<file path="config.mk">
export PLATFORM = sky130hd
export DESIGN_NAME = collatz_seq_engine_flat
export DESIGN_NICKNAME = d
export VERILOG_FILES = /design/src/rtl/collatz_pkg.sv /design/src/rtl/collatz_seq_engine_if.sv /design/src/rtl/collatz_step.sv /design/src/rtl/collatz_seq_engine.sv /design/src/flat_wrapper.sv
export SDC_FILE = /design/constraint.sdc
export NUM_CORES = 1
export LEC_CHECK = 0
export CORE_MARGIN = 2
export CORE_UTILIZATION = 45
export DETAILED_ROUTE_END_ITERATION = 16
export PLACE_DENSITY = 0.76
export SLEW_MARGIN = 40
export SYNTH_ARGS = -nofsm -noshare
export SYNTH_HDL_FRONTEND = slang
export SYNTH_HIERARCHICAL = 1
export SYNTH_SLANG_ARGS = --single-unit
</file>
<file path="constraint.sdc">
create_clock -name clk -period 4.69 [get_ports clk]
set_input_delay 0.7035 -clock clk [delete_from_list [all_inputs] [get_ports clk]]
set_output_delay 0.7035 -clock clk [all_outputs]
set_load 0.05 [all_outputs]
</file>
<file path="src/rtl/collatz_pkg.sv">
// rtl/collatz_pkg.sv - shared state encoding and error codes for the Collatz sequence engine
package collatz_pkg;

    typedef enum logic [1:0] {
        IDLE = 2'd0,
        RUN  = 2'd1,
        DONE = 2'd2
    } state_t;

    localparam int ERR_W = 2;

    localparam logic [ERR_W-1:0] ERR_NONE    = 2'd0;
    localparam logic [ERR_W-1:0] ERR_ZERO    = 2'd1;
    localparam logic [ERR_W-1:0] ERR_OVF     = 2'd2;
    localparam logic [ERR_W-1:0] ERR_TIMEOUT = 2'd3;

endpackage

</file>
<file path="src/rtl/collatz_seq_engine_if.sv">
// rtl/collatz_seq_engine_if.sv - start/result bundle between a requester and the Collatz engine
interface collatz_seq_engine_if
    import collatz_pkg::*;
#(
    parameter int WIDTH  = 16,
    parameter int STEP_W = 10
);
    logic              start;
    logic [WIDTH-1:0]  n_in;
    logic              busy;
    logic              done;
    logic              valid;
    logic [STEP_W-1:0] steps;
    logic [WIDTH-1:0]  peak;
    logic [ERR_W-1:0]  err;

    // Requester side: issues start values, observes results.
    modport master (
        output start,
        output n_in,
        input  busy,
        input  done,
        input  valid,
        input  steps,
        input  peak,
        input  err
    );

    // Engine side: consumes start values, produces results.
    modport slave (
        input  start,
        input  n_in,
        output busy,
        output done,
        output valid,
        output steps,
        output peak,
        output err
    );
endinterface

</file>
<file path="src/rtl/collatz_step.sv">
// rtl/collatz_step.sv - combinational single Collatz step with overflow and termination flags
module collatz_step #(
    parameter int WIDTH = 16
) (
    input  logic [WIDTH-1:0] n,
    output logic [WIDTH-1:0] next,
    output logic             ovf,
    output logic             is_one
);
    // 3n+1 is formed two bits wider so the top bits reveal when it leaves the WIDTH range.
    logic [WIDTH+1:0] n_wide;
    logic [WIDTH+1:0] triple_plus_one;

    assign n_wide          = {2'b00, n};
    assign triple_plus_one = (n_wide << 1) + n_wide + {{(WIDTH+1){1'b0}}, 1'b1};

    assign next   = n[0] ? triple_plus_one[WIDTH-1:0] : {1'b0, n[WIDTH-1:1]};
    assign ovf    = n[0] && (triple_plus_one[WIDTH+1:WIDTH] != 2'b00);
    assign is_one = (n == {{(WIDTH-1){1'b0}}, 1'b1});
endmodule

</file>
<file path="src/rtl/collatz_seq_engine.sv">
// rtl/collatz_seq_engine.sv - multi-cycle Collatz engine; COLLATZ_PEAK_EN enables peak tracking
module collatz_seq_engine
    import collatz_pkg::*;
#(
    parameter int WIDTH     = 16,
    parameter int STEP_W    = 10,
    parameter int MAX_STEPS = 1000
) (
    input  logic                 clk,
    input  logic                 rst,
    collatz_seq_engine_if.slave  bus
);
    state_t            state;
    logic [WIDTH-1:0]  n_q;
    logic [STEP_W-1:0] steps_q;
    logic [ERR_W-1:0]  err_q;
    logic              busy_q;
    logic              done_q;
    logic              valid_q;

    logic [WIDTH-1:0]  n_next;
    logic              n_ovf;
    logic              n_is_one;
    logic              start_acc;
    logic              at_limit;

    collatz_step #(.WIDTH(WIDTH)) u_step (
        .n      (n_q),
        .next   (n_next),
        .ovf    (n_ovf),
        .is_one (n_is_one)
    );

    // A start only counts while idle or parked on a finished result.
    assign start_acc = bus.start && ((state == IDLE) || (state == DONE));
    assign at_limit  = (steps_q == STEP_W'(MAX_STEPS));

`ifdef COLLATZ_PEAK_EN
    logic [WIDTH-1:0] peak_q;

    // Running maximum of every value visited, seeded with the start value.
    always_ff @(posedge clk) begin
        if (rst) begin
            peak_q <= '0;
        end else if (start_acc) begin
            peak_q <= bus.n_in;
        end else if (state == RUN && n_q != '0 && !n_is_one && !at_limit && !n_ovf
                     && n_next > peak_q) begin
            peak_q <= n_next;
        end
    end

    assign bus.peak = peak_q;
`else
    assign bus.peak = '0;
`endif

    // Sequencer and working registers; status flags lag the state by one edge.
    always_ff @(posedge clk) begin
        if (rst) begin
            state   <= IDLE;
            n_q     <= '0;
            steps_q <= '0;
            err_q   <= ERR_NONE;
            busy_q  <= 1'b0;
            done_q  <= 1'b0;
            valid_q <= 1'b0;
        end else begin
            busy_q  <= (state == RUN);
            valid_q <= (state == DONE) && !start_acc;
            done_q  <= (state == DONE) && !valid_q;

            case (state)
                IDLE, DONE: begin
                    if (bus.start) begin
                        state   <= RUN;
                        n_q     <= bus.n_in;
                        steps_q <= '0;
                        err_q   <= ERR_NONE;
                    end
                end
                RUN: begin
                    if (n_q == '0) begin
                        err_q <= ERR_ZERO;
                        state <= DONE;
                    end else if (n_is_one) begin
                        state <= DONE;
                    end else if (at_limit) begin
                        err_q <= ERR_TIMEOUT;
                        state <= DONE;
                    end else if (n_ovf) begin
                        err_q <= ERR_OVF;
                        state <= DONE;
                    end else begin
                        n_q     <= n_next;
                        steps_q <= steps_q + STEP_W'(1);
                    end
                end
                default: begin
                    state <= IDLE;
                end
            endcase
        end
    end

    assign bus.busy  = busy_q;
    assign bus.done  = done_q;
    assign bus.valid = valid_q;
    assign bus.steps = steps_q;
    assign bus.err   = err_q;
endmodule

</file>
<file path="src/flat_wrapper.sv">
// flat-port wrapper written by rule: the top's interface ports become plain ports
module collatz_seq_engine_flat import collatz_pkg::*;
#(
    parameter int WIDTH     = 16,
    parameter int STEP_W    = 10,
    parameter int MAX_STEPS = 1000
)
  (clk, rst, bus_start, bus_n_in, bus_busy, bus_done, bus_valid, bus_steps, bus_peak, bus_err);
  collatz_seq_engine_if #(.WIDTH(WIDTH), .STEP_W(STEP_W)) bus_i ();
  input  logic clk;
  input  logic rst;
  input wire logic [$bits(bus_i.start)-1:0] bus_start;
  input wire logic [$bits(bus_i.n_in)-1:0] bus_n_in;
  output wire logic [$bits(bus_i.busy)-1:0] bus_busy;
  output wire logic [$bits(bus_i.done)-1:0] bus_done;
  output wire logic [$bits(bus_i.valid)-1:0] bus_valid;
  output wire logic [$bits(bus_i.steps)-1:0] bus_steps;
  output wire logic [$bits(bus_i.peak)-1:0] bus_peak;
  output wire logic [$bits(bus_i.err)-1:0] bus_err;
  assign bus_i.start = bus_start;
  assign bus_i.n_in = bus_n_in;
  assign bus_busy = bus_i.busy;
  assign bus_done = bus_i.done;
  assign bus_valid = bus_i.valid;
  assign bus_steps = bus_i.steps;
  assign bus_peak = bus_i.peak;
  assign bus_err = bus_i.err;
  collatz_seq_engine #(.WIDTH(WIDTH), .STEP_W(STEP_W), .MAX_STEPS(MAX_STEPS)) u_core (.clk(clk), .rst(rst), .bus(bus_i));
endmodule
</file>
After elaboration in Yosys (flattened, before gate mapping):

Cells that the tools add are included.

* logic and storage cells: 61
* output and inout port bits: 31
* bits of input ports: 19
* register bits: 33

* eq/ne operators: 12
* $add $sub $neg: 3
* mux-type cells: 24
* reduce and logical (&&, ||, !) cells: 15

Operators with widths (number)
* $mux 16: 6
* $mux 10: 5
* $pmux 16 s2: 1
* $pmux 10 s2: 1
* $add 17x16->18: 1
* $add 18x1->18 const B: 1
* $mux 2: 9
* $eq 16x1->1 const B: 1
* $logic_not 16->1: 1
* $add 10x1->10 const B: 1
* $eq 10x10->1 const B: 1
* $ne 2x2->1 const B: 5
* $pmux 2 s2: 2
* $reduce_and 6->1: 1
* $ne 5x2->1 const B: 1
* $logic_and 1x1->1: 4
* $ne 4x2->1 const B: 1
* $reduce_and 4->1: 1
* $reduce_bool 2->1: 2
* $ne 3x3->1 const B: 1
* $eq 2x1->1 const B: 1
* $eq 2x2->1 const B: 1
* $logic_not 1->1: 2
* $logic_not 2->1: 1
* 3 further kinds: 3

Depth between registers and ports, before layout:

Gate-level depths: netlist of the first run.

* word-level depth: 9
* mapped depth: 15
* depth with buffers taken out: 12

Modules after synthesis:

The synthesis of the first run kept the hierarchy.

Modules (own cells, without submodules)
* collatz_seq_engine: times used 1, cells each 210, area each 1874.3 um2, seq. area each 660.6 um2
* collatz_step: times used 1, cells each 176, area each 1261.2 um2, seq. area each 0.0 um2

Worst setup path after synthesis of the first run:

Ideal clock, no wire load.

* kind: flip-flop to flip-flop
* from: register u_core.n_q[10]
* to: register u_core.n_q[1]
* setup time: 0.088 ns
* arrival time: 2.809 ns
* data required time: 4.602 ns
* buffers on the path: 2
* clock period less this slack: 2.897 ns
* slack: 1.793 ns
* stages on the path, launching flop included: 15
* cell sequence: dfxtp_1 > inv_1 > ha_1 > a21oi_1 > nand2_1 > a221oi_2 > a21oi_1 > a2111oi_1 > o22ai_1 > nor2_1 > a31o_1 > buf_6 > buf_4 > nor2_1 > a311oi_2

* longest elaborated chain between the ends: 6
* elaborated cells between the ends (all ways): 10
* classes of those cells: 2 x add/sub; 4 x eq/ne; 4 x reduce/logical

RTL lines
* from (decl): line collatz_seq_engine.sv:14 `logic [WIDTH-1:0] n_q;`
* from (signal assigned): line collatz_seq_engine.sv:77 `n_q <= bus.n_in;`
* from (signal assigned): line collatz_seq_engine.sv:95 `n_q <= n_next;`
* $add 17x16->18: line collatz_step.sv:15 `assign triple_plus_one = (n_wide << 1) + n_wide + {{(WIDTH+1){1'b0}}, 1'b1};`
* $add 18x1->18: line collatz_step.sv:15
* $reduce_bool 2->1: line collatz_step.sv:18 `assign ovf = n[0] && (triple_plus_one[WIDTH+1:WIDTH] != 2'b00);`
* $logic_and 1x1->1: line collatz_step.sv:18
* net u_core.n_ovf: line collatz_seq_engine.sv:22 `logic n_ovf;`
* $ne 2x2->1 (no line)
* $reduce_and 6->1 (no line)

The timed path passes the listed nets, and every way through them passes these cells.
A chain may end at the register's enable or synchronous reset.

Worst setup path after layout of the first run:

* from: register u_core.n_q[11]
* to: register u_core.n_q[13]

Same word-level chain as after synthesis.

==> results.ini, run 1 <==
[worst_setup_path]
cp_cell_sequence = inv_1 > ha_1 > a21oi_1 > nand2_1 > a221oi_2 > a21oi_1 > a2111oi_1 > o22ai_1 > nor2_1 > a31o_1 > buf_4 > nor2_1 > a311oi_2
worstRegToRegCells = 13
critical_path_class = register to register
cp-startpoint = u_core/n_q[11]$_SDFFE_PP0P_
path_buf_inv = 2
crit_path_end_kind = register
start_kind = register
cp.required_ns = 4.89
endpoint = u_core/n_q[13]$_SDFFE_PP0P_
cpPeakStageDelay_ns = 0.48
worstPathMaxFanout = 32
reg2reg_from = u_core/n_q[11]$_SDFFE_PP0P_
cp_data_arrival_time_ns = 3.87
worstReg2RegEnd = u_core/n_q[13]$_SDFFE_PP0P_
r2r_slack_ns = 1.01
crit_family = compound AO/OA/AOI/OAI gates
path_depth = 13
slowest_stage = dfxtp_1

[yosys]
syn_inst = 386
synth_cell_types = 61
syn_avg_cell_area_um2 = 8.123
synth_common_cells = 53 x nand2_1, 36 x nor2_1, 33 x dfxtp_1
ys_seq_elements = 33
ys_warn_count = 6
seq_area_frac_synth_pct = 21.07
synth.cell_area_um2 = 3136
ys_top_cells_by_area = dfxtp_1 21%, ha_1 11%, a311oi_2 7.7%, nand2_1 6.3%, nor2_1 4.3%
yosysMostFrequentCell = nand2_1
yosys.area.top_type = dfxtp_1
synth_edf_count = 0
synth_ff_type = dfxtp_1
synth_top_area_share_pct = 21.07
synthArstFlopShare_pct = 0

[layout]
stdcell_area_um2 = 3492
synthToLayoutAreaGrowth_pct = 11.37
multi_input_comb_area_um2 = 2206
n_antenna_cell = 0
seqCellArea_um2 = 660.6
fillerInstances = 629
stdcell_count = 490
drive_gt1_share_pct = 10.73
final_net_count = 457

[power_and_ir_drop]
peakVddDrop_mv = 0.1835
comb_power_share_pct = 48.3
clockPowerShare_pct = 19.0
p_switching_w = 0.0004764
cell_internal_pwr_w = 0.0006143
switching_share_pct = 43.68
power_frac_seq_pct = 32.7
pwr_density_cell_nw_per_um2 = 312.3
p_leak_nw = 1.337

[sta]
setup_tns_ns = 0
maxSlewViolCount = 0
period_needed_ns = 3.675
fin_skew_ns = 0.003626
rsz0062_at_grt = no
setup_viol = 0
worst_slew_pin_slew_ns = 0.5069
slew-limit-headroom_pct = 66.10
hold_violations = 0
min_period_over_period_pct = 78.36
fmax_ghz = 0.2721
setup_slack_ns = 1.015

[clocking]
post-cts-setup-buffers = 0
root_buffer = clkbuf_8
cts_tree = built
ctsHoldBuffers = 0
htree_levels = 2
cts_repair_resize_count = 0
clkSlewWorstSetupHoldPaths_ns = 0.06
clock_latency_ns = 0.29
numCtsBuffers = 5
cts.sinks = 33
cts_buffer_depth = 2

[floorplanning]
die_h_um = 87.48
fp.dieW_um = 87.48
start_util_pct = 46.41
core_area_um2 = 6756
rows = 30
ios = 50
die_area_um2 = 7652

[min_path]
hp-class = register to register

[detailed_routing]
drtIter0Drc = 208
via_per_inst = 5.667
drt-pass1-iter-count = 4
wirelength_um = 7424
ant_nets = 0
via_count = 2777
routedWlPerCell_um = 15.15
drc = 0

[placement]
gp_congestion = 0.9334
port_buffers = 33
hpwl_um = 5636
placed_area_um2 = 3417
dp.cells = 482
place_ws_ns = 1.116

[grt]
first_global_vias = 2663
grt_antenna_before_repair = 0
overflow = 0
track_usage_pct = 20.21
grt_pass1_wl_um = 12320
grt_max_degree = 33

[run]
max_cap_violations = 0

[outcome]
outcome = finished clean

[state kept, by name, indices dropped and copies added, names as in the netlist]
register / count
u_core/bus.busy: 1
u_core/bus.done: 1
u_core/bus.err: 2
u_core/bus.steps: 10
u_core/bus.valid: 1
u_core/n_q: 16
u_core/state: 2
[logic make-up after synthesis]
logic type                 Yosys count  synth area share [%]
and+or+nand+nor                    145                 24.10
AOI/OAI and AO/OA                   97                 26.22
buffers and inverters               60                 10.38
DFF                                 33                 21.07
adders and majority gates           29                 11.81
xor gates and xnor gates            11                 3.073
muxes                               10                 3.232
other                                1                0.1196
[layer usage]
layer | vias up | wire [um] | global-route usage (%) | part of all wire, %
met2 | 73 | 3571 | 34.02 | 48
li1 | 1392 | - | - | -
met1 | 1299 | 3326 | 25.77 | 45
met3 | 13 | 352 | 2.844 | 4.7
met4 | 0 | 174 | 8.252 | 2.3
met5 | - | 0 | 0 | 0
[stage by stage]
| stage | hold WS (ns) | utilization, % | power [W] |
|---|---|---|---|
| detailed placement | 0.4103 | 50.57 | 0.0008834 |
| finish | 0.4214 | 51.69 | 0.001091 |
| global placement | 0.4088 | 50.57 | 0.0008740 |
| floorplan | 0.4468 | - | 0.0007886 |
| CTS | 0.4264 | 51.76 | 0.001090 |
| global route | 0.4379 | 51.69 | 0.001161 |
[area by class of cell]
class | instances | share of cell area (%)
multi-input cells | 308 | 63.17
inverters | 24 | 2.580
clock buffers | 8 | 2.293
well taps | 80 | 2.866
flip-flops and latches | 33 | 18.92
repair buffers | 37 | 10.18
[how the worst min path moves through the flow]
stage / to / cells after the start / from
floorplan: u_core/bus.done$_SDFF_PP0_ / 2 / u_core/state[1]$_SDFFE_PP0P_
global placement: u_core/bus.done$_SDFF_PP0_ / 1 / u_core/bus.valid$_SDFF_PP0_
detailed placement: u_core/bus.done$_SDFF_PP0_ / 1 / u_core/bus.valid$_SDFF_PP0_
CTS: u_core/bus.done$_SDFF_PP0_ / 1 / u_core/bus.valid$_SDFF_PP0_
global route: u_core/bus.done$_SDFF_PP0_ / 1 / u_core/bus.valid$_SDFF_PP0_
finish: u_core/bus.done$_SDFF_PP0_ / 1 / u_core/bus.valid$_SDFF_PP0_
[layout by cell type (no fill, tap or decap), types with 2 or more instances in the layout]
master / netlist / layout
o32ai_1: 2 / 2
clkdlybuf4s50_1: 0 / 32
a21oi_2: 2 / 2
a221oi_1: 2 / 2
nand2b_1: 8 / 8
conb_1: 1 / 16
a311oi_2: 16 / 16
nand4_1: 7 / 7
nand3b_1: 3 / 3
inv_1: 24 / 24
nor2b_1: 7 / 7
a21o_1: 5 / 5
buf_4: 17 / 4
o31ai_1: 4 / 4
nand3_1: 13 / 13
ha_1: 28 / 28
mux2i_1: 9 / 9
dfxtp_1: 33 / 33
clkbuf_8: 0 / 5
nor4_4: 4 / 4
a21oi_1: 18 / 18
and3_1: 4 / 4
a221oi_2: 2 / 2
o21ai_0: 18 / 18
nor2_1: 36 / 36
xnor2_1: 10 / 10
o21bai_1: 3 / 3
nor3_1: 2 / 2
o21ai_1: 6 / 6
clkbuf_1: 8 / 3
a211oi_1: 2 / 2
nand2_1: 53 / 53
[worst reg2reg max path: stages (launching register included)]
cell	delay [ns]
dfxtp_1	0.48
inv_1	0.10
ha_1	0.38
a21oi_1	0.29
nand2_1	0.12
a221oi_2	0.27
a21oi_1	0.11
a2111oi_1	0.39
o22ai_1	0.17
nor2_1	0.25
a31o_1	0.27
buf_4	0.39
nor2_1	0.12
a311oi_2	0.25
[power groups by stage]
stage	combinational (W)	sequential (W)	clock [W]
after floorplan	0.000426	0.000363	0
after global placement	0.000513	0.000361	0
after detailed placement	0.000521	0.000363	0
after CTS	0.000522	0.000356	0.000211
after global routing	0.000574	0.000362	0.000225
final	0.000527	0.000357	0.000207
(Power assumes the default switching activity.)
==> run 2: changes to the inputs <==
PLACE_DENSITY = 0.79   (was 0.76)
clock period = 3.15 ns   (was 4.69 ns; I/O delays follow)
==> run 2 against run 1 <==
  * Routed wire length is 12% higher
  * Critical endpoint is now u_core/n_q[0]$_SDFFE_PP0P_
  * Cell count rose by 4.3%
  * Combinational power rose by 72%
  * Sequential share of layout area decreased by 0.80 points
  * Sequential cell count unchanged
==> results.ini, run 2 (same netlist as run 1, synthesis figures left out) <==
[layout]
synthToLayoutAreaGrowth_pct = 19.35
layout_commonest_cell = nand2_1
n_antenna_cell = 0  ; unchanged
seqCellArea_um2 = 678.2  ; +2.7%
drive_gt1_share_pct = 18.56  ; +7.8 points
fin_util_pct = 55.39  ; +3.7 points
largest_reg_flops = 16  ; unchanged
multi_input_comb_area_um2 = 2260  ; +2.4%
top_register = u_core/n_q
fillerInstances = 615  ; -2.2%
final_cell_mix = 53 x nand2_1, 36 x nor2_1, 33 x clkdlybuf4s50_1, 25 x ha_1, 25 x dfxtp_1
final_net_count = 478  ; +4.6%

[grt]
grt_pass1_wl_um = 13170  ; +7.0%
first_global_vias = 2745  ; +3.1%
grt_antenna_before_repair = 0  ; unchanged
track_usage_pct = 21.62  ; +1.4 points
grt_max_degree = 29  ; -12%
overflow = 0  ; unchanged

[placement]
gp_congestion = 0.9112  ; -2.4%
port_buffers = 33  ; unchanged
hpwl_um = 6284  ; +12%
place_ws_ns = 0.005224  ; -1.111 ns

[sta]
setup_viol = 0  ; unchanged
period_needed_ns = 3.045  ; -0.6303 ns
min_period_over_period_pct = 96.66  ; +18 points
hold_violations = 0  ; unchanged
worst_slew_pin_slew_ns = 0.6966  ; +0.1896 ns
slew-limit-headroom_pct = 53.42  ; -13 points
fin_skew_ns = 0.004520  ; +0.0008940 ns
maxSlewViolCount = 0  ; unchanged
setup_slack_ns = 0.1052  ; -0.9097 ns
fmax_ghz = 0.3284  ; +21%

[power_and_ir_drop]
p_leak_nw = 1.451  ; +8.5%
pwr_density_cell_nw_per_um2 = 464.9  ; +49%
peakVddDrop_mv = 0.3391  ; +85%

[clocking]
root_buffer = clkbuf_8
cts_tree = built
clkSlewWorstSetupHoldPaths_ns = 0.07  ; about the same
ctsHoldBuffers = 0  ; unchanged
cts.sinks = 33  ; unchanged
clock_latency_ns = 0.29  ; about the same
cts_buffer_depth = 2  ; unchanged
numCtsBuffers = 5  ; unchanged
htree_levels = 2  ; unchanged

[detailed_routing]
drtIter0Drc = 161  ; -23%
wirelength_um = 8312  ; +12%
highest_layer = met4
drc = 0  ; unchanged
via_count = 2965  ; +6.8%
routedWlPerCell_um = 16.27  ; +7.4%
ant_nets = 0  ; unchanged
dr_wl_met3_um = 393  ; +12%
via_per_inst = 5.802  ; +2.4%
m1WireLength_um = 3712  ; +12%
wl_met2_um = 4050  ; +13%
drt-pass1-iter-count = 5  ; +1

[floorplanning]
rows = 30  ; unchanged
fp.dieW_um = 87.48  ; unchanged
ios = 50  ; unchanged
core_area_um2 = 6756  ; unchanged
die_h_um = 87.48  ; unchanged
die_area_um2 = 7652  ; unchanged
start_util_pct = 46.41  ; unchanged

[worst_setup_path]
critical_path_class = register to register
slowest_stage = dfxtp_4
cp_data_arrival_time_ns = 3.23  ; -0.64 ns
cpPeakStageDelay_ns = 0.41  ; -0.07 ns
crit_path_end_kind = register
start_kind = register
crit_top_cell = nor2_1
cp_cell_sequence = inv_1 > ha_1 > nand2_1 > o21ai_1 > a221oi_2 > a21oi_1 > a2111oi_1 > o22ai_1 > nor2_1 > a31o_1 > buf_6 > nor2_1 > a311oi_2
worstPathMaxFanout = 14  ; -56%
cp.required_ns = 3.34  ; -1.55 ns

[min_path]
hp-class = register to register

[outcome]
outcome = finished clean

[run]
max_cap_violations = 0  ; unchanged

[run 2: cell count changes in the layout (fill, tap and decap cells not counted), moves of 2 or more]
cell and delta:
dfxtp_2 +5, a21oi_1 -2, dfxtp_1 -8, ha_1 -3, ha_2 +2, dfxtp_4 +3, buf_4 +19
[run 2: path summary, 6_finish.rpt]
kind                               start  cells past startpoint                          to  slack, ns
max reg2reg   u_core/n_q[7]$_SDFFE_PP0P_                     13  u_core/n_q[0]$_SDFFE_PP0P_       0.11
min          u_core/bus.valid$_SDFF_PP0_                      1  u_core/bus.done$_SDFF_PP0_       0.43
max           u_core/n_q[7]$_SDFFE_PP0P_                     13  u_core/n_q[0]$_SDFFE_PP0P_       0.11
min reg2reg  u_core/bus.valid$_SDFF_PP0_                      1  u_core/bus.done$_SDFF_PP0_       0.43
[run 2: final cells by class]
class	count	share of cell area, %
multi-input combinational	308	60.38
sequential	33	18.12
timing repair buffer	58	14.28
tap	80	2.675
inverter	24	2.407
clock buffer	8	2.140
[run 2: metrics by stage]
| stage | TNS [ns] | cells | total power [W] | area [um^2] | hold WS, ns |
|---|---|---|---|---|---|
| floorplan | 0 | 401 | 0.001174 | 3192 | 0.4468 |
| global placement | 0 | 500 | 0.001367 | 3565 | 0.4059 |
| detailed placement | 0 | 500 | 0.001382 | 3565 | 0.4245 |
| CTS | 0 | 508 | 0.001692 | 3647 | 0.4355 |
| global route | -0.003719 | 511 | 0.001835 | 3742 | 0.4624 |
| finish | 0 | 511 | 0.001740 | 3742 | 0.4305 |
[run 2: repair_timing]
item	CTS	global route
hold endpoints to repair	0	0
pin swaps	0	3
endpoints found under the setup margin	4	27
buffers inserted	0	3
resized for setup	2	20
[run 2: metal layers]
layer / vias to the layer above / GRT usage, %
met1: 1415 / 28.15
met4: 0 / 6.993
met5: - / 0
met2: 105 / 36.36
li1: 1431 / -
met3: 14 / 3.412
[run 2: critical path: cells and delay by family, from the launching register on]
family / cells / cell delay, ns
adders and majority gates: 1 / 0.35
and+or+nand+nor: 3 / 0.35
buffers and inverters: 2 / 0.27
AOI/OAI and AO/OA: 7 / 1.57
DFF: 1 / 0.41
[run 2: report_power, final]
part           leakage [nW]  internal (W)  switching [W]
registers             0.274      0.000462      0.0000648
logic                  1.14      0.000373       0.000532
clock network        0.0395      0.000157       0.000152
total                  1.45      0.000991       0.000749
==> run 3: changes to the inputs <==
CELL_PAD_IN_SITES_DETAIL_PLACEMENT = 0   (was default)
CELL_PAD_IN_SITES_GLOBAL_PLACEMENT = 1   (was default)
CORE_UTILIZATION = 41   (was 45)
PLACE_DENSITY = 0.89   (was 0.79)
clock period = 3 ns   (was 3.15 ns; I/O delays follow)
==> run 3 against run 2 <==
  * Critical endpoint is now u_core/n_q[7]$_SDFFE_PP0P_
  * Die area rose by 9.3%
  * Sequential power about the same
  * Critical path depth is the same
  * Worst setup slack gained 0.083 ns
  * Clock skew grew 0.0033 ns
  * Highest routed layer unchanged
  * Cell area rose by 4.6%
  * Critical path type unchanged
  * Clock-buffer cell count down 1
  * Sequential share of layout area shrank 1.1 points
  * Global-route usage down 1.8 points
==> results.ini, run 3 (same netlist as run 1, synthesis figures left out) <==
[detailed_routing]
drt-pass1-iter-count = 4  ; -1
drc = 0  ; unchanged
wirelength_um = 8462  ; +1.8%
drtIter0Drc = 192  ; +19%
ant_nets = 0  ; unchanged
via_count = 2968  ; +0.10%
via_per_inst = 5.496  ; -5.3%
routedWlPerCell_um = 15.67  ; -3.7%

[placement]
hpwl_um = 6301  ; +0.28%
place_ws_ns = 0.05514  ; +0.04991 ns
gp_congestion = 0.9107  ; about the same
dp.cells = 530  ; +6.0%
port_buffers = 33  ; unchanged
placed_area_um2 = 3684  ; +3.3%

[clocking]
cts_tree = built
root_buffer = clkbuf_8
numCtsBuffers = 5  ; unchanged
clock_latency_ns = 0.29  ; about the same
htree_levels = 2  ; unchanged
cts_buffer_depth = 2  ; unchanged
cts.sinks = 33  ; unchanged
clkSlewWorstSetupHoldPaths_ns = 0.08  ; about the same

[grt]
grt_max_degree = 25  ; -14%
first_global_vias = 2790  ; +1.6%
overflow = 0  ; unchanged
grt_antenna_before_repair = 0  ; unchanged
track_usage_pct = 19.77  ; -1.8 points
grt_pass1_wl_um = 13530  ; +2.7%

[power_and_ir_drop]
power_frac_seq_pct = 26.3  ; -4.0 points
p_switching_w = 0.0008161  ; +9.0%
p_leak_nw = 1.531  ; +5.5%
pwr_density_cell_nw_per_um2 = 513.4  ; +10%
switching_share_pct = 40.60  ; -2.4 points
comb_power_share_pct = 51.3  ; -0.7 points
peakVddDrop_mv = 0.3721  ; +9.7%
cell_internal_pwr_w = 0.001194  ; +20%
clockPowerShare_pct = 22.4  ; +4.6 points

[run]
max_cap_violations = 0  ; unchanged

[worst_setup_path]
reg2reg_from = u_core/n_q[2]$_SDFFE_PP0P_
crit_family = compound AO/OA/AOI/OAI gates
path_buf_inv = 3  ; +1
slowest_stage = dfxtp_1
r2r_slack_ns = 0.19  ; +0.08 ns
worstReg2RegEnd = u_core/n_q[7]$_SDFFE_PP0P_
worstRegToRegCells = 13  ; unchanged
start_kind = register
critical_path_class = register to register
worstPathMaxFanout = 10  ; -4
crit_path_end_kind = register
cp_cell_sequence = inv_1 > ha_2 > o211ai_2 > nand2_1 > a21oi_2 > o31a_1 > xnor2_1 > o22ai_1 > nor2_1 > a31o_2 > buf_4 > clkbuf_16 > a311oi_2
cp.required_ns = 3.20  ; -0.14 ns
cpPeakStageDelay_ns = 0.40  ; about the same
cp_data_arrival_time_ns = 3.01  ; -0.22 ns

[sta]
setup_viol = 0  ; unchanged
holdWs_ns = 0.4533  ; +0.02284 ns
min_period_over_period_pct = 93.73  ; -2.9 points
period_needed_ns = 2.812  ; -0.2327 ns
worst_slew_pin_slew_ns = 0.5028  ; -0.1938 ns
maxSlewViolCount = 0  ; unchanged
setup_slack_ns = 0.1880  ; +0.08271 ns
setup_tns_ns = 0  ; unchanged
fmax_ghz = 0.3556  ; +8.3%
slew-limit-headroom_pct = 66.37  ; +13 points
rsz0062_at_grt = no
fin_skew_ns = 0.007852  ; +0.003332 ns
hold_violations = 0  ; unchanged

[layout]
largest_reg_flops = 16  ; unchanged
drive_gt1_share_pct = 21.54  ; +3.0 points
n_antenna_cell = 0  ; unchanged
top_register = u_core/n_q
layout_commonest_cell = nand2_1
synthToLayoutAreaGrowth_pct = 24.86
stdcell_area_um2 = 3915  ; +4.6%
stdcell_count = 540  ; +5.7%
final_net_count = 488  ; +2.1%
final_cell_mix = 53 x nand2_1, 36 x nor2_1, 33 x clkdlybuf4s50_1, 32 x buf_4, 29 x dfxtp_1

[floorplanning]
die_h_um = 91.45  ; +4.5%
ios = 50  ; unchanged
core_area_um2 = 7331  ; +8.5%
start_util_pct = 42.77  ; -3.6 points
die_area_um2 = 8363  ; +9.3%
fp.dieW_um = 91.45  ; +4.5%
rows = 31  ; +3.3%

[outcome]
outcome = finished clean

[min_path]
min_from = u_core/bus.valid$_SDFF_PP0_
hold_depth = 1  ; unchanged
hp-class = register to register
whs_endpoint = u_core/bus.done$_SDFF_PP0_

[run 3: cell count changes in the layout (fill, tap and decap cells not counted), sizes merged]
cell	delta
bufinv	+1
buf	+9
[run 3: power by group through the flow]
| stage | combinational [W] | sequential, W | clock, W |
|---|---|---|---|
| global placement | 0.000947 | 0.000535 | 0 |
| global route | 0.00111 | 0.000535 | 0.000481 |
| CTS | 0.000964 | 0.000526 | 0.000460 |
| floorplan | 0.000665 | 0.000568 | 0 |
| detailed placement | 0.000958 | 0.000536 | 0 |
| finish | 0.00103 | 0.000528 | 0.000451 |
[run 3: repair_timing]
item / in CTS / in global routing
endpoints found under the hold margin: 0 / 0
hold buffers: 0 / 0
setup endpoints to repair: 0 / 26
buffers inserted: 0 / 1
gates resized for setup: 0 / 21
[run 3: worst max path at each step]
| stage | start | to | cells past startpoint |
|---|---|---|---|
| final | u_core/n_q[2]$_SDFFE_PP0P_ | u_core/n_q[7]$_SDFFE_PP0P_ | 13 |
| after global routing | u_core/n_q[6]$_SDFFE_PP0P_ | u_core/bus.steps[6]$_SDFFE_PP0P_ | 14 |
| after CTS | u_core/n_q[10]$_SDFFE_PP0P_ | u_core/bus.steps[6]$_SDFFE_PP0P_ | 13 |
| after detailed placement | u_core/n_q[10]$_SDFFE_PP0P_ | u_core/bus.steps[6]$_SDFFE_PP0P_ | 13 |
| after global placement | u_core/n_q[10]$_SDFFE_PP0P_ | u_core/n_q[15]$_SDFFE_PP0P_ | 13 |
| after floorplan | u_core/n_q[10]$_SDFFE_PP0P_ | u_core/n_q[1]$_SDFFE_PP0P_ | 14 |
[run 3: through the flow]
| step | total power, W | util [%] |
|---|---|---|
| after global placement | 0.001482 | 50.25 |
| after floorplan | 0.001233 | - |
| final | 0.002010 | 53.41 |
| after global routing | 0.002130 | 53.41 |
| after CTS | 0.001949 | 51.83 |
| after detailed placement | 0.001494 | 50.25 |
[run 3: layout make-up]
class	instances	area (um^2)
fill	680	3416
multi-input combinational	308	2283
sequential	33	665.6
timing repair buffer	68	635.6
tap	99	123.9
inverter	24	90.09
clock buffer	7	86.33
clock inverter	1	30.03
[run 3: worst register-to-register path, stage by stage, from the launching register on]
cell and delay [ns]:
dfxtp_1 0.40, inv_1 0.08, ha_2 0.40, o211ai_2 0.14, nand2_1 0.14, a21oi_2 0.09
o31a_1 0.29, xnor2_1 0.12, o22ai_1 0.18, nor2_1 0.09, a31o_2 0.29, buf_4 0.16
clkbuf_16 0.17, a311oi_2 0.20
[run 3: per-layer routing]
metal	up-vias	part of all wire, %	wire [um]	global-route usage (%)
li1	1455	-	-	-
met1	1425	48	4050	27.12
met2	78	47	3982	32.54
met3	10	4.0	335	2.324
met4	0	1.1	94	5.556
met5	-	0	0	0
